$ cat config.mk
export PLATFORM = sky130hd
export DESIGN_NAME = rv_muldiv_flat
export DESIGN_NICKNAME = d
export VERILOG_FILES = /design/src/rtl/rv_muldiv_if.sv /design/src/rtl/rv_muldiv.sv /design/src/flat_wrapper.sv
export SDC_FILE = /design/constraint.sdc
export NUM_CORES = 1
export LEC_CHECK = 0
export ABC_AREA = 1
export BUFFER_PORTS_ARGS = -buffer_cell sky130_fd_sc_hd__buf_2
export CORE_MARGIN = 1
export CORE_UTILIZATION = 40
export DETAILED_ROUTE_END_ITERATION = 7
export PLACE_DENSITY = 0.54
export SLEW_MARGIN = 20
export SYNTH_ARGS = -nofsm -noshare
export SYNTH_HDL_FRONTEND = slang
export SYNTH_SLANG_ARGS = --single-unit
$ cat constraint.sdc
create_clock -name i_clk -period 10 [get_ports i_clk]
set_input_delay 2 -clock i_clk [delete_from_list [all_inputs] [get_ports i_clk]]
set_output_delay 2 -clock i_clk [all_outputs]
set_load 0.1 [all_outputs]
$ cat src/rtl/rv_muldiv_if.sv
// Request/response bundle for the iterative RV32M multiply/divide unit.
// The requester drives the master side and the unit implements the slave side.
interface rv_muldiv_if #(
  parameter int unsigned XLEN = 32
) ();
  logic            i_valid;
  logic            o_ready;
  logic [2:0]      i_op;
  logic [XLEN-1:0] i_src_a;
  logic [XLEN-1:0] i_src_b;
  logic            i_flush;
  logic            o_valid;
  logic            i_ready;
  logic [XLEN-1:0] o_result;
  logic            o_busy;

  modport slave (
    input  i_valid, i_op, i_src_a, i_src_b, i_flush, i_ready,
    output o_ready, o_valid, o_result, o_busy
  );

  modport master (
    output i_valid, i_op, i_src_a, i_src_b, i_flush, i_ready,
    input  o_ready, o_valid, o_result, o_busy
  );
endinterface

$ cat src/rtl/rv_muldiv.sv
// Iterative RV32M multiply/divide: shift-add multiply and restoring divide, one bit per cycle,
// both sharing a single XLEN+1-bit adder. Divide-by-zero and signed overflow skip the iterations.
module rv_muldiv #(
  parameter int unsigned XLEN = 32
) (
  input logic          i_clk,
  input logic          i_reset,
  rv_muldiv_if.slave   bus_io
);
  localparam int unsigned CntW = $clog2(XLEN);
  localparam logic [XLEN-1:0] MinVal = {1'b1, {(XLEN-1){1'b0}}};

  typedef enum logic [1:0] {StIdle, StCalc, StDone} state_e;

  state_e          state_q, state_d;
  logic [2:0]      op_q, op_d;
  logic [XLEN-1:0] opnd_q, opnd_d;
  logic [XLEN-1:0] hi_q, hi_d;
  logic [XLEN-1:0] lo_q, lo_d;
  logic [XLEN-1:0] result_q, result_d;
  logic            neg_q, neg_d;
  logic            fin_q, fin_d;
  logic [CntW-1:0] cnt_q, cnt_d;

  logic            accept;
  logic            is_div, a_sgn, b_sgn, a_neg, b_neg, b_zero, ovf;
  logic [XLEN-1:0] a_abs, b_abs;
  logic [XLEN:0]   add_a, add_b;
  logic            add_cin;
  logic [XLEN+1:0] add_sum;
  logic            ge;
  logic [XLEN-1:0] hi_step, lo_step;
  logic [2*XLEN-1:0] prod_f;
  logic [XLEN-1:0] quot_f, rem_f, result_fin;

  assign bus_io.o_ready  = (state_q == StIdle) || ((state_q == StDone) && bus_io.i_ready);
  assign bus_io.o_valid  = (state_q == StDone);
  assign bus_io.o_busy   = (state_q != StIdle);
  assign bus_io.o_result = result_q;

  assign accept = bus_io.i_valid && bus_io.o_ready && !bus_io.i_flush;

  // Operand decode for the incoming request.
  always_comb begin
    is_div = bus_io.i_op[2];
    a_sgn  = (bus_io.i_op == 3'd1) || (bus_io.i_op == 3'd2) ||
             (bus_io.i_op == 3'd4) || (bus_io.i_op == 3'd6);
    b_sgn  = (bus_io.i_op == 3'd1) || (bus_io.i_op == 3'd4) || (bus_io.i_op == 3'd6);
    a_neg  = a_sgn && bus_io.i_src_a[XLEN-1];
    b_neg  = b_sgn && bus_io.i_src_b[XLEN-1];
    a_abs  = a_neg ? -bus_io.i_src_a : bus_io.i_src_a;
    b_abs  = b_neg ? -bus_io.i_src_b : bus_io.i_src_b;
    b_zero = (bus_io.i_src_b == '0);
    ovf    = bus_io.i_op[2] && !bus_io.i_op[0] && (bus_io.i_src_a == MinVal) &&
             (&bus_io.i_src_b);
  end

  // Shared adder: accumulate for multiply, trial-subtract (carry out = no borrow) for divide.
  always_comb begin
    if (op_q[2]) begin
      add_a   = {hi_q, lo_q[XLEN-1]};
      add_b   = ~{1'b0, opnd_q};
      add_cin = 1'b1;
    end else begin
      add_a   = {1'b0, hi_q};
      add_b   = lo_q[0] ? {1'b0, opnd_q} : '0;
      add_cin = 1'b0;
    end
    add_sum = {1'b0, add_a} + {1'b0, add_b} + {{(XLEN+1){1'b0}}, add_cin};
    ge      = add_sum[XLEN+1];
    if (op_q[2]) begin
      hi_step = ge ? add_sum[XLEN-1:0] : add_a[XLEN-1:0];
      lo_step = {lo_q[XLEN-2:0], ge};
    end else begin
      hi_step = add_sum[XLEN:1];
      lo_step = {add_sum[0], lo_q[XLEN-1:1]};
    end
  end

  always_comb begin
    prod_f = neg_q ? -{hi_q, lo_q} : {hi_q, lo_q};
    quot_f = neg_q ? -lo_q : lo_q;
    rem_f  = neg_q ? -hi_q : hi_q;
    case (op_q)
      3'd0:                result_fin = prod_f[XLEN-1:0];
      3'd1, 3'd2, 3'd3:    result_fin = prod_f[2*XLEN-1:XLEN];
      3'd4, 3'd5:          result_fin = quot_f;
      default:             result_fin = rem_f;
    endcase
  end

  always_comb begin
    state_d  = state_q;
    op_d     = op_q;
    opnd_d   = opnd_q;
    hi_d     = hi_q;
    lo_d     = lo_q;
    neg_d    = neg_q;
    fin_d    = fin_q;
    cnt_d    = cnt_q;
    result_d = result_q;

    unique case (state_q)
      StIdle: if (accept) state_d = StCalc;
      StCalc: if (fin_q) state_d = StDone;
      StDone: begin
        if (accept)                 state_d = StCalc;
        else if (bus_io.i_ready)    state_d = StIdle;
      end
      default: state_d = StIdle;
    endcase

    if (accept) begin
      op_d  = bus_io.i_op;
      cnt_d = CntW'(XLEN - 1);
      fin_d = 1'b0;
      hi_d  = '0;
      neg_d = (is_div && bus_io.i_op[1]) ? a_neg : (a_neg ^ b_neg);
      if (is_div) begin
        opnd_d = b_abs;
        lo_d   = a_abs;
        // Special cases preload the final quotient/remainder and finish after one cycle.
        if (b_zero) begin
          fin_d = 1'b1;
          neg_d = 1'b0;
          lo_d  = '1;
          hi_d  = bus_io.i_src_a;
        end else if (ovf) begin
          fin_d = 1'b1;
          neg_d = 1'b0;
          lo_d  = MinVal;
        end
      end else begin
        opnd_d = a_abs;
        lo_d   = b_abs;
      end
    end else if ((state_q == StCalc) && !bus_io.i_flush) begin
      if (fin_q) begin
        result_d = result_fin;
      end else begin
        hi_d = hi_step;
        lo_d = lo_step;
        if (cnt_q == '0) fin_d = 1'b1;
        else             cnt_d = cnt_q - CntW'(1);
      end
    end

    if (bus_io.i_flush) state_d = StIdle;
  end

  always_ff @(posedge i_clk) begin
    if (i_reset) begin
      state_q  <= StIdle;
      op_q     <= '0;
      opnd_q   <= '0;
      hi_q     <= '0;
      lo_q     <= '0;
      neg_q    <= 1'b0;
      fin_q    <= 1'b0;
      cnt_q    <= '0;
      result_q <= '0;
    end else begin
      state_q  <= state_d;
      op_q     <= op_d;
      opnd_q   <= opnd_d;
      hi_q     <= hi_d;
      lo_q     <= lo_d;
      neg_q    <= neg_d;
      fin_q    <= fin_d;
      cnt_q    <= cnt_d;
      result_q <= result_d;
    end
  end
endmodule

$ cat src/flat_wrapper.sv
// flat-port wrapper written by rule: the top's interface ports become plain ports
module rv_muldiv_flat 
#(
  parameter int unsigned XLEN = 32
)
  (i_clk, i_reset, bus_io_i_valid, bus_io_i_op, bus_io_i_src_a, bus_io_i_src_b, bus_io_i_flush, bus_io_i_ready, bus_io_o_ready, bus_io_o_valid, bus_io_o_result, bus_io_o_busy);
  rv_muldiv_if #(.XLEN(XLEN)) bus_io_i ();
  input logic i_clk;
  input logic i_reset;
  input wire logic [$bits(bus_io_i.i_valid)-1:0] bus_io_i_valid;
  input wire logic [$bits(bus_io_i.i_op)-1:0] bus_io_i_op;
  input wire logic [$bits(bus_io_i.i_src_a)-1:0] bus_io_i_src_a;
  input wire logic [$bits(bus_io_i.i_src_b)-1:0] bus_io_i_src_b;
  input wire logic [$bits(bus_io_i.i_flush)-1:0] bus_io_i_flush;
  input wire logic [$bits(bus_io_i.i_ready)-1:0] bus_io_i_ready;
  output wire logic [$bits(bus_io_i.o_ready)-1:0] bus_io_o_ready;
  output wire logic [$bits(bus_io_i.o_valid)-1:0] bus_io_o_valid;
  output wire logic [$bits(bus_io_i.o_result)-1:0] bus_io_o_result;
  output wire logic [$bits(bus_io_i.o_busy)-1:0] bus_io_o_busy;
  assign bus_io_i.i_valid = bus_io_i_valid;
  assign bus_io_i.i_op = bus_io_i_op;
  assign bus_io_i.i_src_a = bus_io_i_src_a;
  assign bus_io_i.i_src_b = bus_io_i_src_b;
  assign bus_io_i.i_flush = bus_io_i_flush;
  assign bus_io_i.i_ready = bus_io_i_ready;
  assign bus_io_o_ready = bus_io_i.o_ready;
  assign bus_io_o_valid = bus_io_i.o_valid;
  assign bus_io_o_result = bus_io_i.o_result;
  assign bus_io_o_busy = bus_io_i.o_busy;
  rv_muldiv #(.XLEN(XLEN)) u_core (.i_clk(i_clk), .i_reset(i_reset), .bus_io(bus_io_i));
endmodule
* After elaboration in Yosys (flattened, before gate mapping)
Cells that the tools add are included.
Storage, ports and cells: output and inout port bits 35, word-level logic and storage cells 114, input port bits 72, bits in registers 140
Operators by class: add/sub/neg operators 8, bitwise logic cells 3, multiplexer cells 45, equality and inequality tests 17, reduce and logical (&&, ||, !) cells 32
Operator list (count):
- $mux 32 | 20
- $neg 32->32 | 4
- $pmux 32 s3 | 1
- $mux 33 | 2
- $mux 64 | 1
- $neg 64->64 | 1
- $add 33x33->34 | 1
- $add 34x1->34 | 1
- $not 32->33 | 1
- $eq 32x32->1 const B | 1
- $logic_not 32->1 | 1
- $reduce_and 32->1 | 1
- $mux 5 | 4
- $eq 3x3->1 const B | 4
- $mux 1 | 12
- $logic_and 1x1->1 | 10
- $eq 3x2->1 const B | 3
- $reduce_and 3->1 | 3
- $mux 2 | 4
- $eq 3x1->1 const B | 2
- $logic_or 1x1->1 | 6
- $ne 2x1->1 const B | 3
- $pmux 2 s3 | 1
- $logic_not 5->1 | 1
- other kinds (14) | 17

* Depth between registers and ports, before layout
Gate-level depths: netlist of the first run.
word-level depth 10, depth in mapped cells 23, mapped depth without buffers 20

* Least setup slack after synthesis of the first run
Ideal clock, no wire load.
path kind in2out, start in bus_io_i_ready, end out bus_io_o_ready, arrival time 3.520 ns, setup slack 4.480 ns, path buffers 0, cell stages on the path 2, path through inv_1 -> a21oi_1
Between the ends: cells in the longest elaborated chain, start to end 2
Ends and longest elaborated chain:
- from (decl) | line flat_wrapper.sv:15 | input wire logic [$bits(bus_io_i.i_ready)-1:0] bus_io_i_ready;
- $logic_and 1x1->1 | line rv_muldiv.sv:36 | assign bus_io.o_ready = (state_q == StIdle) || ((state_q == StDone) && bus_io.i_ready);
- $logic_or 1x1->1 | line rv_muldiv.sv:36
- to (decl) | line flat_wrapper.sv:16 | output wire logic [$bits(bus_io_i.o_ready)-1:0] bus_io_o_ready;
Every way passes these cells.

* Final worst setup path of the first run
Same ends and word-level chain as after synthesis.

==> results of run 1 <==
kinds of logic (layout without fill, tap and decap cells):
family | Yosys count | count (layout) | share of synthesized area [%]
adders and majority gates | 40 | 40 | 3.26
DFF | 140 | 140 | 17.8
AOI/OAI and AO/OA | 571 | 571 | 19.9
buffers and inverters | 465 | 494 | 11.7
and+or+nand+nor | 1655 | 1655 | 43.5
xor gates and xnor gates | 70 | 70 | 3.88
power by group:
part / leakage [nW] / switching, W / internal [W]
combinational: 6.91 / 0.000667 / 0.000252
clock: 0.284 / 0.000312 / 0.000358
sequential: 1.15 / 0.0000616 / 0.000593
state kept, by name, indices dropped and copies added (netlist names):
register / cells
u_core.op_q: 3
u_core.fin_q: 1
u_core.hi_q: 32
u_core.bus_io.o_result: 32
u_core.opnd_q: 32
u_core.cnt_q: 5
u_core.neg_q: 1
u_core.state_q: 2
u_core.lo_q: 32
per-stage QoR:
step / setup slack [ns] / hold slack (ns)
floorplan: 4.48 / 0.464
global placement: 5.04 / 0.449
detailed placement: 5.00 / 0.452
CTS: 5.24 / 0.463
global route: 5.09 / 0.476
finish: 5.25 / 0.461
cell type report:
class | instances | share of cell area (%)
clock buffers | 18 | 2.56
flip-flops and latches | 140 | 16.4
multi-input cells | 2336 | 65.1
inverters | 334 | 7.33
repair buffers | 128 | 4.06
well taps | 518 | 3.78
clock inverters | 14 | 0.847
synthesized netlist by cell type, drive strengths merged, types with 2 or more instances:
library cell  count  area (um2)
nor3             24         120
xnor2            18         158
clkinv            4        15.0
nand4            39         244
o211ai            8        60.1
nand2           858        3250
o21bai           12        90.1
inv             330        1240
or2              10        62.6
ha               38         475
a22oi             5        37.5
nand3           248        1260
xor2             52         455
nor2            453        1760
o21ai           256        1280
o21a              4        30.0
nand3b           13        97.6
a21o              3        22.5
clkbuf           81         308
buf              50         282
a31oi            14        87.6
a21oi           224        1140
fa                2        40.0
a221oi            6        52.6
dfxtp           140        2800
o31ai             3        22.5
nor4              2        27.5
o221ai           34         298
and2              5        31.3
worst max path at each step:
stage,from,endpoint,cells past startpoint
2_1_floorplan,bus_io_i_ready,bus_io_o_ready,2
3_3_place_gp,bus_io_i_ready,u_core.hi_q[23],13
3_5_place_dp,bus_io_i_ready,u_core.hi_q[21],13
4_1_cts,bus_io_i_ready,bus_io_o_ready,4
5_1_grt,bus_io_i_ready,u_core.hi_q[21],13
6_report,bus_io_i_ready,bus_io_o_ready,4
layer usage:
layer,routed length [um],GRT usage [%]
met5,0,0
met4,4020,17.7
met3,6090,4.63
met2,34100,60.1
met1,32200,49.1
worst min-delay path, delay by kind of cell, from the launching register on:
kind	cells	cell delay, ns
AO/OA/AOI/OAI	1	0.05
AND/OR/NAND/NOR	1	0.06
flip-flops	1	0.31
cells in the final DEF (no fill, tap or decap), types with 8 or more instances in the layout:
cell type,netlist,layout
inv_1,323,321
a21oi_1,219,219
o21bai_1,12,12
o211ai_1,8,8
a31oi_1,14,14
buf_2,33,106
dfxtp_1,140,138
inv_2,6,8
nand2_1,854,854
nor3_1,24,24
or2_2,8,8
buf_4,3,22
xnor2_1,18,18
xor2_1,52,52
o221ai_1,34,34
nor2_1,441,438
nand4_1,39,39
clkbuf_16,0,17
nor2_2,7,10
o21ai_0,250,250
ha_1,38,38
nand3_1,246,245
nand3b_1,13,13
==> flow_summary_export.csv, run 1 <==
group,metric,value,unit
status,outcome,"complete, no violations",
worst_setup_path,path_buf_inv,3,
final_layout,fin_util,44.2,%
floorplan,die_height,201,um
final_layout,regArea,0.00281,mm2
global_route,antenna_found_initial,1,
synth,ys.flop_type,"dfxtp_1",
clocking,clk_latency,0.47,ns
clocking,htreeDepth,4,
timing,drv_slew,0,
timing,worst_pin_slew,1.11,ns
floorplan,num_rows,72,
detailed_routing,routed_wirelength,76400,um
synth,syn_avg_cell_area,5.37,um2
clocking,cts-hold-fix-buffers,0,
synth,synth_async_sr_flop_share,0,%
detailed_routing,ant_nets,0,
global_route,track_usage,37.2,%
min_path,hold_path_end,"u_core.bus_io.o_result[3]",
job,max-cap-violations,0,
final_layout,fillers,4396,
timing,period_needed,4.75,ns
timing,setup_violations,0,
clocking,cts_sinks,140,
worst_setup_path,ff2ff_setup_slack,5.41,ns
final_layout,drive_above_1_share,7.00,%
place,gp_congestion,1.02,
place,portBuffers,106,
clocking,cts_root_buf,"clkbuf_16",
global_route,grt_pass1_wl,113000,um
detailed_routing,drt_pre_antenna_iters,7,
place,hpwl,60200,um
clocking,cts_tree,"done",
worst_setup_path,path_class,"input port to output pin",
detailed_routing,avgRoutedWirePerCell,21.9,um
synth,synth_warnings,0,
worst_setup_path,path_common_cell,"buf_2",
timing,period_share,47.5,%
timing,max_freq,210,MHz
detailed_routing,drt-initial-drc-count,2411,
pwr,ir_worst_vdd,95.6,uV
global_route,grt_pass1_vias,18000,
synth,synth-seq-cells,140,
timing,hold_viol,0,
pwr,p_leak,8.34,nW
synth,syn-num-nets,3053,
synth,ys_seq_area_share,17.8,%
synth,synth-edff-count,0,
timing,rsz0062_at_grt,"no",
worst_setup_path,r2r-start,"u_core.op_q[2]",
worst_setup_path,end_kind,"output pin",
clocking,cts.path.max_buffers,2,
final_layout,multiInputGateArea,0.0112,mm2
min_path,holdPathStages,2,
clocking,cts_buffers,17,
synth,postSynthCellCount,2941,
clocking,cts-resized-gates,0,
floorplan,core_area,0.0388,mm2
detailed_routing,num_vias,20000,
place,placedCellCount,3456,
timing,worst_slew_margin_rel,26.2,%
final_layout,area_growth,8.57,%
worst_setup_path,critical_path_required,8.00,ns
worst_setup_path,crit_arrival,2.75,ns
final_layout,diodes,0,
worst_setup_path,reg2reg_depth,17,
synth,synth.distinct_cells,54,
final_layout,finalNonFillerCells,3488,
detailed_routing,viasPerCell,5.72,
pwr,power.total,0.00224,W
worst_setup_path,slowest_delay,0.46,ns
min_path,worstHoldStart,"u_core.bus_io.o_result[3]",
timing,clock_skew,0.0216,ns
final_layout,post-route-cell-area,0.0171,mm2
worst_setup_path,cp_top_family,"buffers and inverters",
worst_setup_path,worstPathMaxFanout,2,
timing,tns,0,ns
clocking,clk_pin_slew,0.06,ns
worst_setup_path,r2r-end,"u_core.hi_q[4]",
floorplan,die_w,201,um
worst_setup_path,crit_chain,"buf_2 > inv_1 > a21oi_1 > buf_2",
place,dpl-instance-area,0.0166,mm2
clocking,cts_setup_buffers,0,
worst_setup_path,critPathLaunchType,"input port",
floorplan,initial_utilization,40.7,%
min_path,hold_class,"flip-flop to flip-flop",
floorplan,die_area,0.0403,mm2
synth,netlist_area,0.0158,mm2
floorplan,io_pins,107,
final_layout,fin_nets,3069,
detailed_routing,remaining_drc_errors,0,
pwr,p_per_area,131,mW/mm2
global_route,grt_start_max_net_pins,124,
worst_setup_path,critPathSlowestCell,"buf_2",
global_route,grt-ovfl-total,0,
(Power assumes the default switching activity.)
==> run 2, diff against run 1 <==
- PLACE_DENSITY: 0.54 -> 0.56
- clock period: 10 -> 3.9 ns (I/O delays scaled with it)
==> flow_summary_export.csv, run 2 (same netlist as run 1, synthesis figures left out) <==
group,metric,value,unit
worst_setup_path,worstPathMaxFanout,59,
detailed_routing,wl_met3,6080,um
worst_setup_path,crit_arrival,3.99,ns
global_route,track_usage,38.3,%
final_layout,post-route-cell-area,0.0175,mm2
floorplan,die_height,201,um
pwr,p_per_area,332,mW/mm2
clocking,htreeDepth,4,
timing,drv_slew,0,
clocking,clk_latency,0.47,ns
floorplan,die_area,0.0403,mm2
global_route,antenna_found_initial,0,
floorplan,io_pins,107,
clocking,cts_setup_buffers,0,
final_layout,drive_above_1_share,8.36,%
worst_setup_path,critical_path_required,4.26,ns
place,hpwl,62600,um
clocking,cts_buffers,17,
place,portBuffers,106,
clocking,cts-hold-fix-buffers,0,
min_path,worstHoldStart,"u_core.bus_io.o_result[23]",
place,dpl-instance-area,0.0169,mm2
pwr,p_leak,8.56,nW
final_layout,finalNonFillerCells,3532,
clocking,cts_tree,"done",
timing,rsz0062_at_grt,"no",
final_layout,area_growth,11.0,%
min_path,hold_class,"flip-flop to flip-flop",
worst_setup_path,path_class,"flip-flop to flip-flop",
detailed_routing,remaining_drc_errors,0,
floorplan,core_area,0.0388,mm2
final_layout,diodes,0,
final_layout,layout_commonest_cell,"nand2_1",
worst_setup_path,end_kind,"flip-flop",
detailed_routing,wl_met2,35200,um
timing,worst_slew_margin_rel,32.9,%
timing,clock_skew,0.0150,ns
detailed_routing,viasPerCell,5.70,
timing,period_share,93.0,%
clocking,cts.path.max_buffers,2,
global_route,grt_pass1_vias,18400,
detailed_routing,routed_wirelength,77800,um
worst_setup_path,crit_chain,"buf_12 > buf_4 > o21ai_0 > fa_1 > fa_1 > inv_1 > nand3_1 > nand3_1 > nand3_1 > nand3_1 > nand2_1 > nand3_1 > nand2_1 > nand2_1 > nand2_1 > nor2_1 > nor2_1",
worst_setup_path,crit_path_start,"u_core.op_q[2]",
detailed_routing,num_vias,20100,
global_route,grt-ovfl-total,0,
detailed_routing,drt_pre_antenna_iters,8,
worst_setup_path,path_buf_inv,3,
worst_setup_path,r2r-start,"u_core.op_q[2]",
pwr,ir_worst_vdd,299,uV
detailed_routing,drt-initial-drc-count,2224,
detailed_routing,met1_length,32800,um
floorplan,die_w,201,um
place,gp_congestion,1.06,
worst_setup_path,critPathSlowestCell,"dfxtp_2",
detailed_routing,avgRoutedWirePerCell,22.0,um
pwr,power.total,0.00582,W
place,placedCellCount,3500,
worst_setup_path,cp_top_family,"simple AND/OR/NAND/NOR gates",
clocking,cts-resized-gates,0,
timing,hold_viol,0,
global_route,grt_pass1_wl,116000,um
timing,tns,0,ns
floorplan,initial_utilization,40.7,%
worst_setup_path,path_common_cell,"nand3_1",
clocking,clk_pin_slew,0.07,ns
job,max-cap-violations,0,
clocking,cts_sinks,140,
floorplan,num_rows,72,
timing,worst_pin_slew,1.01,ns
worst_setup_path,slowest_delay,0.66,ns
status,outcome,"complete, no violations",
timing,period_needed,3.63,ns
worst_setup_path,critPathLaunchType,"flip-flop",
final_layout,final_cell_mix,"854 x nand2_1, 438 x nor2_1, 322 x inv_1, 250 x o21ai_0, 245 x nand3_1",
global_route,grt_start_max_net_pins,87,
detailed_routing,top_layer_used,"met4",
clocking,cts_root_buf,"clkbuf_16",
detailed_routing,ant_nets,0,
final_layout,fin_nets,3113,
timing,max_freq,276,MHz
timing,setup_violations,0,
## run 2: cell types whose count changed in the layout (fill, tap and decap cells not counted), sizes merged
| cell | change |
|---|---|
| buf | +44 |
| clkbuf | -1 |
| clkinvlp | +1 |
## run 2: worst paths after layout
check                               endpoint  slack, ns  cells past startpoint
setup / recovery             u_core.hi_q[27]       0.27                     17
hold reg to reg   u_core.bus_io.o_result[23]       0.46                      2
setup reg to reg             u_core.hi_q[27]       0.27                     17
hold / removal    u_core.bus_io.o_result[23]       0.46                      2
## run 2: area by class of cell
class / count / area, um2
Clock buffer: 17 / 425
Clock inverter: 15 / 154
Fill cell: 4448 / 21300
Inverter: 334 / 1260
Multi-Input combinational cell: 2336 / 11200
Sequential cell: 140 / 2810
Tap cell: 518 / 648
Timing Repair Buffer: 172 / 1080
## run 2: metal layers
metal	global-route usage, %	vias to the layer above
li1	-	9655
met5	0	-
met4	19.3	0
met3	5.15	168
met1	49.2	9299
met2	62.6	1020
## run 2: per-stage QoR
| stage | util [%] | worst slack, ns | hold slack, ns |
|---|---|---|---|
| 3_5_place_dp | 43.6 | 0.361 | 0.452 |
| 3_3_place_gp | 43.6 | 0.338 | 0.450 |
| 5_1_grt | 45.1 | 0.0253 | 0.476 |
| 4_1_cts | 45.1 | 0.325 | 0.463 |
| 6_report | 45.1 | 0.275 | 0.460 |
| 2_1_floorplan | - | 0.206 | 0.464 |
## run 2: tightest hold or removal path: cells and delay by family (launching register included)
kind | cells | cell delay [ns]
and+or+nand+nor | 1 | 0.06
AOI/OAI and AO/OA | 1 | 0.05
DFF | 1 | 0.31
## run 2: power by group
part	switching, W	internal, W	total, W
clock	0.000785	0.000898	0.00168
sequential	0.000129	0.00152	0.00165
combinational	0.00179	0.000694	0.00249
total	0.00271	0.00311	0.00582
